[config.mk]
export PLATFORM = sky130hd
export DESIGN_NAME = tri_area_max_seq
export DESIGN_NICKNAME = d
export VERILOG_FILES = /design/src/rtl/tri_area_max_seq_pkg.sv /design/src/rtl/tri_area_max_seq_mul.sv /design/src/rtl/tri_area_max_seq.sv
export SDC_FILE = /design/constraint.sdc
export NUM_CORES = 1
export LEC_CHECK = 0
export BUFFER_PORTS_ARGS = -buffer_cell sky130_fd_sc_hd__buf_4
export CAP_MARGIN = 40
export CORE_ASPECT_RATIO = 0.8
export CORE_MARGIN = 4
export CORE_UTILIZATION = 45
export CTS_CLUSTER_DIAMETER = 40
export CTS_CLUSTER_SIZE = 24
export DETAILED_ROUTE_END_ITERATION = 6
export GPL_TIMING_DRIVEN = 0
export MAX_ROUTING_LAYER = met4
export PLACE_DENSITY_LB_ADDON = 0.08
export SLEW_MARGIN = 0
export SYNTH_ARGS = -nofsm -noshare
export SYNTH_HDL_FRONTEND = slang
export SYNTH_SLANG_ARGS = --single-unit
[constraint.sdc]
create_clock -name clk -period 2.1 [get_ports clk]
set_input_delay 0.21 -clock clk [delete_from_list [all_inputs] [get_ports clk]]
set_output_delay 0.21 -clock clk [all_outputs]
set_load 0.01 [all_outputs]
[src/rtl/tri_area_max_seq_pkg.sv]
// Shared types and width helpers for the right-triangle area comparator.
// Holds the FSM encoding and the area / step-counter width derivations.
package tri_area_max_seq_pkg;

    typedef enum logic [1:0] {
        ST_IDLE = 2'd0,
        ST_MUL  = 2'd1,
        ST_CMP  = 2'd2,
        ST_DONE = 2'd3
    } state_e;

    function automatic int area_w_f(input int w);
        return 2 * w - 1;
    endfunction

    function automatic int step_w_f(input int w);
        return $clog2(w + 1);
    endfunction

endpackage

[src/rtl/tri_area_max_seq_mul.sv]
// W-bit radix-2 shift-add multiplier, multiplier LSB first.
// start loads operands; done is high during the final step cycle.
module tri_area_max_seq_mul
    import tri_area_max_seq_pkg::*;
#(
    parameter int W = 9,
    localparam int CW = step_w_f(W)
) (
    input  logic           clk,
    input  logic           rst,
    input  logic           start,
    input  logic [W-1:0]   a,
    input  logic [W-1:0]   b,
    output logic           busy,
    output logic           done,
    output logic [2*W-1:0] prod
);

    logic [2*W-1:0] acc_q, acc_d;
    logic [2*W-1:0] mc_q, mc_d;
    logic [W-1:0]   mp_q, mp_d;
    logic [CW-1:0]  cnt_q, cnt_d;
    logic           busy_q, busy_d;
    logic           last_step;

    assign last_step = busy_q && (cnt_q == CW'(W - 1));

    always_comb begin
        acc_d  = acc_q;
        mc_d   = mc_q;
        mp_d   = mp_q;
        cnt_d  = cnt_q;
        busy_d = busy_q;
        if (start) begin
            acc_d  = '0;
            mc_d   = {{W{1'b0}}, a};
            mp_d   = b;
            cnt_d  = '0;
            busy_d = 1'b1;
        end else if (busy_q) begin
            if (mp_q[0]) begin
                acc_d = acc_q + mc_q;
            end
            mc_d  = mc_q << 1;
            mp_d  = mp_q >> 1;
            cnt_d = cnt_q + CW'(1);
            if (last_step) begin
                busy_d = 1'b0;
            end
        end
    end

    always_ff @(posedge clk) begin
        if (rst) begin
            acc_q  <= '0;
            mc_q   <= '0;
            mp_q   <= '0;
            cnt_q  <= '0;
            busy_q <= 1'b0;
        end else begin
            acc_q  <= acc_d;
            mc_q   <= mc_d;
            mp_q   <= mp_d;
            cnt_q  <= cnt_d;
            busy_q <= busy_d;
        end
    end

    assign busy = busy_q;
    assign done = last_step;
    assign prod = acc_q;

endmodule

[src/rtl/tri_area_max_seq.sv]
// Streams right triangles, framed by in_last, and reports the
// max floor(a*b/2) area with its hypotenuse and index per frame.
module tri_area_max_seq
    import tri_area_max_seq_pkg::*;
#(
    parameter int W     = 9,
    parameter int IDX_W = 4,
    localparam int AW   = area_w_f(W)
) (
    input  logic             clk,
    input  logic             rst,
    input  logic             in_valid,
    output logic             in_ready,
    input  logic [W-1:0]     in_leg_a,
    input  logic [W-1:0]     in_leg_b,
    input  logic [W-1:0]     in_hyp,
    input  logic             in_last,
    output logic             out_valid,
    input  logic             out_ready,
    output logic [AW-1:0]    out_area,
    output logic [W-1:0]     out_hyp,
    output logic [IDX_W-1:0] out_idx,
    output logic [IDX_W-1:0] out_cnt
);

    state_e           state_q, state_d;
    logic [W-1:0]     hyp_q, hyp_d;
    logic             last_q, last_d;
    logic             first_q, first_d;
    logic [AW-1:0]    max_q, max_d;
    logic [W-1:0]     mhyp_q, mhyp_d;
    logic [IDX_W-1:0] midx_q, midx_d;
    logic [IDX_W-1:0] idx_q, idx_d;
    logic [IDX_W-1:0] cnt_q, cnt_d;

    logic             mul_start;
    logic             mul_busy;
    logic             mul_done;
    logic [2*W-1:0]   mul_prod;
    logic [2*W-1:0]   area_w;
    logic             upd;

    tri_area_max_seq_mul #(.W(W)) u_mul (
        .clk   (clk),
        .rst   (rst),
        .start (mul_start),
        .a     (in_leg_a),
        .b     (in_leg_b),
        .busy  (mul_busy),
        .done  (mul_done),
        .prod  (mul_prod)
    );

    // Dropping the product LSB gives floor(a*b/2).
    assign area_w = mul_prod >> 1;
    assign upd    = first_q || (area_w > {1'b0, max_q});

    assign in_ready  = (state_q == ST_IDLE) && !mul_busy;
    assign out_valid = (state_q == ST_DONE);
    assign mul_start = in_valid && in_ready;

    always_comb begin
        state_d = state_q;
        hyp_d   = hyp_q;
        last_d  = last_q;
        first_d = first_q;
        max_d   = max_q;
        mhyp_d  = mhyp_q;
        midx_d  = midx_q;
        idx_d   = idx_q;
        cnt_d   = cnt_q;
        unique case (state_q)
            ST_IDLE: begin
                if (mul_start) begin
                    hyp_d   = in_hyp;
                    last_d  = in_last;
                    state_d = ST_MUL;
                end
            end
            ST_MUL: begin
                if (mul_done) begin
                    state_d = ST_CMP;
                end
            end
            ST_CMP: begin
                if (upd) begin
                    max_d  = area_w[AW-1:0];
                    mhyp_d = hyp_q;
                    midx_d = idx_q;
                end
                cnt_d   = idx_q;
                first_d = 1'b0;
                if (idx_q != {IDX_W{1'b1}}) begin
                    idx_d = idx_q + IDX_W'(1);
                end
                state_d = last_q ? ST_DONE : ST_IDLE;
            end
            ST_DONE: begin
                if (out_ready) begin
                    max_d   = '0;
                    mhyp_d  = '0;
                    midx_d  = '0;
                    idx_d   = '0;
                    cnt_d   = '0;
                    first_d = 1'b1;
                    state_d = ST_IDLE;
                end
            end
            default: state_d = ST_IDLE;
        endcase
    end

    always_ff @(posedge clk) begin
        if (rst) begin
            state_q <= ST_IDLE;
            hyp_q   <= '0;
            last_q  <= 1'b0;
            first_q <= 1'b1;
            max_q   <= '0;
            mhyp_q  <= '0;
            midx_q  <= '0;
            idx_q   <= '0;
            cnt_q   <= '0;
        end else begin
            state_q <= state_d;
            hyp_q   <= hyp_d;
            last_q  <= last_d;
            first_q <= first_d;
            max_q   <= max_d;
            mhyp_q  <= mhyp_d;
            midx_q  <= midx_d;
            idx_q   <= idx_d;
            cnt_q   <= cnt_d;
        end
    end

    assign out_area = max_q;
    assign out_hyp  = mhyp_q;
    assign out_idx  = midx_q;
    assign out_cnt  = cnt_q;

endmodule

==> results of run 1 <==
[per-stage QoR]
stage | cells | instance area (um^2) | util | worst slack, ps | hold slack, ps
2_1_floorplan | 603 | 5130 | - | 129 | 346
3_5_place_dp | 814 | 5810 | 0.527 | -82.5 | 450
5_1_grt | 841 | 6460 | 0.587 | -19.6 | 104
6_report | 841 | 6460 | 0.587 | 78.6 | 113
4_1_cts | 831 | 6130 | 0.557 | 1.68 | 100
3_3_place_gp | 814 | 5810 | 0.527 | -124 | 443
[area by class of cell]
cell class,instances,area (um^2)
clock inverter,6,70.1
multi-input combinational,446,2980
inverter,22,82.6
clock buffer,10,239
tap,144,180
fill,980,4560
timing repair buffer,80,653
buffer,32,186
sequential,101,2070
[how the worst min path moves through the flow]
stage	to	slack, ps	start
after floorplan	hyp_q[0]	350	in_hyp[0]
after detailed placement	u_mul.mp_q[4]	450	u_mul.mp_q[4]
after global placement	u_mul.mp_q[7]	440	u_mul.mp_q[7]
after global routing	hyp_q[8]	100	in_hyp[8]
final	hyp_q[0]	110	in_hyp[0]
after CTS	hyp_q[0]	100	in_hyp[0]
[per-layer routing]
layer  vias to the layer above  global-route usage
met4                         0              0.0503
met1                      2179               0.283
met5                         -                   -
met2                        83               0.301
met3                        11              0.0380
li1                       2282                   -
[logic make-up (layout without fill, tap and decap cells)]
group	after synthesis	count (layout)	share of synthesized area
AND/OR/NAND/NOR	211	211	0.179
AO/OA/AOI/OAI	138	138	0.167
flip-flops	101	101	0.394
buffers and inverters	56	150	0.0542
multiplexers	42	42	0.0820
adder cells (fa/ha/maj)	38	38	0.0942
XOR/XNOR	17	17	0.0290
[cell usage in the layout (no fill, tap or decap), types with 6 or more instances in the layout]
master / count
o21ai_1: 6
ha_4: 8
buf_4: 77
ha_1: 27
a22oi_1: 20
dfxtp_2: 27
clkbuf_1: 18
mux2i_1: 42
xnor2_1: 7
xor2_1: 10
o21ai_0: 14
clkbuf_16: 12
inv_1: 18
dfxtp_1: 71
buf_2: 7
nor2_1: 32
nand4_1: 9
a21oi_1: 53
a21o_1: 14
nand3_1: 10
nand2_1: 129
[repair_timing]
action                                  CTS  global route
gates resized for setup                   3            61
buffers inserted                          1             9
gates cloned                              0             3
hold buffers                              0             0
endpoints found under the setup margin    5            39
hold endpoints to repair                  0             0
pin swaps                                 4            20
[power groups by stage]
stage,logic [mW],clock network (mW),registers (mW)
global route,0.718,1.84,2.07
finish,0.647,1.72,2.06
global placement,0.591,0,2.10
detailed placement,0.603,0,2.10
floorplan,0.423,0,2.08
CTS,0.604,1.76,2.05
[worst reg2reg max path, delay by kind of cell (launching register included)]
kind	cells	cell delay, ps
AO/OA/AOI/OAI	4	730
flip-flops	1	370
adder cells (fa/ha/maj)	1	320
AND/OR/NAND/NOR	1	300
XOR/XNOR	1	190
[flip-flops by register name, indices dropped and copies added, names as in the netlist, 9 cells and up]
name,cells
hyp_q,9
out_area,17
out_hyp,9
u_mul.mc_q,18
u_mul.mp_q,9
u_mul.prod,18
[synthesized netlist by cell type, types with 2 or more instances]
cell type	instances
inv_1	22
o31a_1	2
nor4_1	2
or3_1	2
ha_1	37
and2_1	3
mux2i_1	42
a31oi_1	4
xnor2_1	7
buf_2	8
a22oi_1	20
a21o_1	14
a211oi_1	6
a21oi_1	56
and4_1	3
nand2_1	129
xor2_1	10
o211ai_1	5
dfxtp_1	101
nor2b_1	3
nor2_1	32
nand2b_1	4
nand3_1	12
buf_12	3
nand4_1	9
nand3b_1	5
clkbuf_1	19
nor3_1	2
o21ai_1	3
buf_1	2
o21ai_0	17
o21bai_1	2
==> flow_summary.json, run 1 <==
{
  "cp_slowest_cell": "dfxtp_4",
  "grt_pass1_vias": 4222,
  "antenna_found_initial": 0,
  "yosysUniqueCellTypes": 49,
  "ys_seq_elements": 101,
  "cp_top_family": "compound AO/OA/AOI/OAI gates",
  "report.final.hold_viol_count": 0,
  "grt_overflow": 0,
  "p_total_mw": 4.42,
  "netlist_instances": 603,
  "ios": 68,
  "clockBufferDepth": 2,
  "grt_max_degree": 18,
  "io_buffers": 67,
  "startpoint_type": "flip-flop",
  "drive_above_1_share": 0.241,
  "crit_start": "u_mul.prod[9]",
  "viasPerCell": 5.42,
  "pwr-share-comb": 0.146,
  "area_growth_syn_to_layout_pct": 26.0,
  "die_w_um": 127,
  "num_vias": 4555,
  "grt_pass1_wl_um": 20700,
  "setup_violations": 0,
  "ctsRootBufferMaster": "clkbuf_16",
  "cp_max_fo": 5,
  "die_h_um": 103,
  "row_count": 34,
  "power_density_mw_per_mm2": 685,
  "slew_headroom": 0.546,
  "die-area_mm2": 0.0132,
  "cp-endpoint": "u_mul.prod[14]",
  "setup_tns_ps": 0,
  "routedWlPerCell_um": 15.7,
  "fmaxAchievable_mhz": 495,
  "pwr-share-clk": 0.389,
  "max-vdd-ir-drop_mv": 0.384,
  "path_class": "reg2reg",
  "drtAntennaViolNets": 0,
  "synth_edf_count": 0,
  "grtUsageTotal": 0.202,
  "holdPathStages": 3,
  "start_util": 0.465,
  "yosys_warnings": 0,
  "clock-sinks": 101,
  "async_flop_share": 0,
  "coreArea_mm2": 0.0110,
  "drcViolationCount": 0,
  "p_switching_mw": 1.19,
  "reg2reg_from": "u_mul.prod[9]",
  "status": "completed",
  "hold_class": "in2reg",
  "power.static_leakage_nw": 2.58,
  "place_hpwl_um": 9700,
  "slowest_delay_ps": 370,
  "drt_iter0_markers": 250,
  "nets": 762,
  "worst_ep_required_time_ps": 2330,
  "clock_insertion_delay_worst_skew_ps": 340,
  "crit_chain": "ha_2 -> a21o_1 -> a31o_2 -> or3_1 -> o21ai_1 -> xor2_1 -> o21ai_1",
  "wl_met3_um": 548,
  "rsz0062_at_grt": "true",
  "path_depth": 7,
  "htreeDepth": 3,
  "gp_congestion": 0.881,
  "finalCritPeriodShare": 0.963,
  "yosysTopAreaCellShare": 0.394,
  "cts_buffers": 9,
  "critPathBufInv": 0,
  "endpoint_kind": "flip-flop",
  "r2r_setup_slack_ps": 80,
  "r2r_cells": 7,
  "top_layer_used": "met4",
  "path_clk_slew_ps": 70,
  "ys_seq_area_frac": 0.394,
  "dr.pass1.iters": 4,
  "r2r-end": "u_mul.prod[14]",
  "pwr-share-seq": 0.465,
  "skew_ps": 4.34,
  "synth-main-ff-cell": "dfxtp_1",
  "cap_viol_max_count": 0,
  "wl_met1_um": 6600,
  "avgSynthCellArea_um2": 8.50,
  "crit_top_cell": "o21ai_1",
  "diodes": 0,
  "wl_met2_um": 5910,
  "switching_share": 0.268,
  "internal_power_mw": 3.24,
  "synth.net_count": 673,
  "cp_data_arrival_time_ps": 2250,
  "finalMaxSlewViolations": 0,
  "synth_top_cell_by_area": "dfxtp_1",
  "synth.top_cells.by_area": "dfxtp_1 (39%), nand2_1 (9.4%), ha_1 (9.0%)",
  "worst_pin_slew_ps": 681,
  "cts_tree": "built",
  "wirelength_um": 13200,
  "period_minus_slack_ps": 2020,
  "netlist_area_mm2": 0.00513
}
Note: power is estimated with default switching activity, not from simulation.
==> inputs of run 2 (changes only) <==
--- a/config.mk
+++ b/config.mk
@@ -9,14 +9,13 @@
 export CAP_MARGIN = 40
 export CORE_ASPECT_RATIO = 0.8
 export CORE_MARGIN = 4
-export CORE_UTILIZATION = 45
+export CORE_UTILIZATION = 30
 export CTS_CLUSTER_DIAMETER = 40
 export CTS_CLUSTER_SIZE = 24
 export DETAILED_ROUTE_END_ITERATION = 6
 export GPL_TIMING_DRIVEN = 0
 export MAX_ROUTING_LAYER = met4
-export PLACE_DENSITY_LB_ADDON = 0.08
-export SLEW_MARGIN = 0
+export PLACE_DENSITY = 0.47
 export SYNTH_ARGS = -nofsm -noshare
 export SYNTH_HDL_FRONTEND = slang
 export SYNTH_SLANG_ARGS = --single-unit
==> run 2 against run 1 <==
Effect of this change:
- clock skew up 4.3 ps
- die area rose by 46%
- final area fell by 1.3%
- combinational power down 4.9%
- largest power group unchanged
- flip-flop and latch count unchanged
- first-iteration DRC count is 41% lower
- count of clock-buffer cells in the layout fell by 1
- largest cell class unchanged
- total power is 2.4% lower
- sequential share of layout area up 0.41 points
==> flow_summary.json, run 2 (same netlist as run 1, synthesis figures left out) <==
{
  "status": "completed",
  "wirelength_um": 13600,
  "viasPerCell": 4.88,
  "hold_buffers": 0,
  "report.final.hold_viol_count": 0,
  "ios": 68,
  "crit_top_cell": "o21ai_1",
  "ctsRootBufferMaster": "clkbuf_16",
  "diodes": 0,
  "startpoint_type": "flip-flop",
  "clock-sinks": 101,
  "dr.pass1.iters": 4,
  "die_w_um": 154,
  "fillers": 1690,
  "path_class": "reg2reg",
  "grt_pass1_wl_um": 22000,
  "finalMaxSlewViolations": 0,
  "fin_util": 0.383,
  "start_util": 0.308,
  "final_cell_mix": "nand2_1 (129), dfxtp_1 (76), buf_4 (72)",
  "cp_top_family": "compound AO/OA/AOI/OAI gates",
  "area_growth_syn_to_layout_pct": 24.4,
  "gp_congestion": 0.795,
  "hold_class": "in2reg",
  "num_vias": 4436,
  "power.static_leakage_nw": 2.50,
  "endpoint_kind": "flip-flop",
  "slowest_delay_ps": 390,
  "multi_input_area_mm2": 0.00293,
  "cap_viol_max_count": 0,
  "htreeDepth": 3,
  "slew_headroom": 0.567,
  "grtUsageTotal": 0.146,
  "path_clk_slew_ps": 80,
  "grt_pass1_vias": 4229,
  "cp_data_arrival_time_ps": 2250,
  "antenna_found_initial": 0,
  "finalCritPeriodShare": 0.952,
  "grt_max_degree": 20,
  "cp_slowest_cell": "dfxtp_4",
  "row_count": 42,
  "nets": 754,
  "mostFrequentLayoutCell": "nand2_1",
  "cts_buffers": 9,
  "critPathBufInv": 0,
  "r2r_setup_slack_ps": 100,
  "place_hpwl_um": 10500,
  "period_minus_slack_ps": 2000,
  "worst_pin_slew_ps": 649,
  "grt_overflow": 0,
  "drcViolationCount": 0,
  "drive_above_1_share": 0.221,
  "setup_violations": 0,
  "skew_ps": 8.62,
  "cp_max_fo": 5,
  "drt_iter0_markers": 147,
  "clock_insertion_delay_worst_skew_ps": 360,
  "coreArea_mm2": 0.0167,
  "cts_tree": "built",
  "fin_hold_ws_ps": 99.5,
  "routedWlPerCell_um": 15.0,
  "worst_ep_required_time_ps": 2350,
  "die_h_um": 125,
  "seq_area_mm2": 0.00207,
  "setup_tns_ps": 0,
  "crit_chain": "ha_2 -> a21o_1 -> a31o_2 -> or3_1 -> o21ai_1 -> xor2_1 -> o21ai_1",
  "drtAntennaViolNets": 0,
  "placed_cells": 890,
  "die-area_mm2": 0.0193,
  "final_cells": 909,
  "fmaxAchievable_mhz": 500,
  "rsz0062_at_grt": "true",
  "power_density_mw_per_mm2": 677,
  "io_buffers": 67,
  "clockBufferDepth": 2,
  "max-vdd-ir-drop_mv": 0.370
}
[run 2: worst paths after layout]
kind / start / end / cells past startpoint
worst max register to register: u_mul.prod[9] / u_mul.prod[14] / 7
worst max-delay path: u_mul.prod[9] / u_mul.prod[14] / 7
worst min register to register: u_mul.mp_q[7] / u_mul.mp_q[7] / 2
worst min-delay path: in_hyp[7] / hyp_q[7] / 3
[run 2: repair_timing]
item / in CTS / in global routing
cloned: 0 / 0
buffers inserted: 1 / 4
endpoints found under the setup margin: 8 / 39
pin swaps: 3 / 13
gates resized for setup: 14 / 44
[run 2: cell type report]
class	instances	share of cell area
Buffer	32	0.0292
Multi-Input combinational cell	446	0.460
Timing Repair Buffer	72	0.0848
Sequential cell	101	0.324
Tap cell	220	0.0432
Clock buffer	9	0.0353
Clock inverter	7	0.0104
Inverter	22	0.0130
[run 2: power by group]
part | switching, mW | internal, mW | total (mW)
clock | 0.814 | 0.834 | 1.65
sequential | 0.0676 | 1.99 | 2.05
combinational | 0.365 | 0.250 | 0.615
[run 2: through the flow]
| stage | power, mW | instance area (um^2) | setup slack, ps |
|---|---|---|---|
| global route | 4.53 | 6380 | -15.0 |
| CTS | 4.38 | 6230 | 3.59 |
| detailed placement | 2.72 | 5910 | -133 |
| floorplan | 2.50 | 5130 | 129 |
| global placement | 2.71 | 5910 | -136 |
| finish | 4.32 | 6380 | 100 |
[run 2: metal layers]
metal,vias up,share of wire,GRT usage
met5,-,0,-
met4,0,0.012,0.0389
met3,12,0.040,0.0311
met2,66,0.42,0.208
met1,2085,0.53,0.208
li1,2273,-,-
[run 2: tightest hold or removal path, stage by stage]
cell	delay [ps]
buf_4	110
nand2_1	50
a21oi_1	50
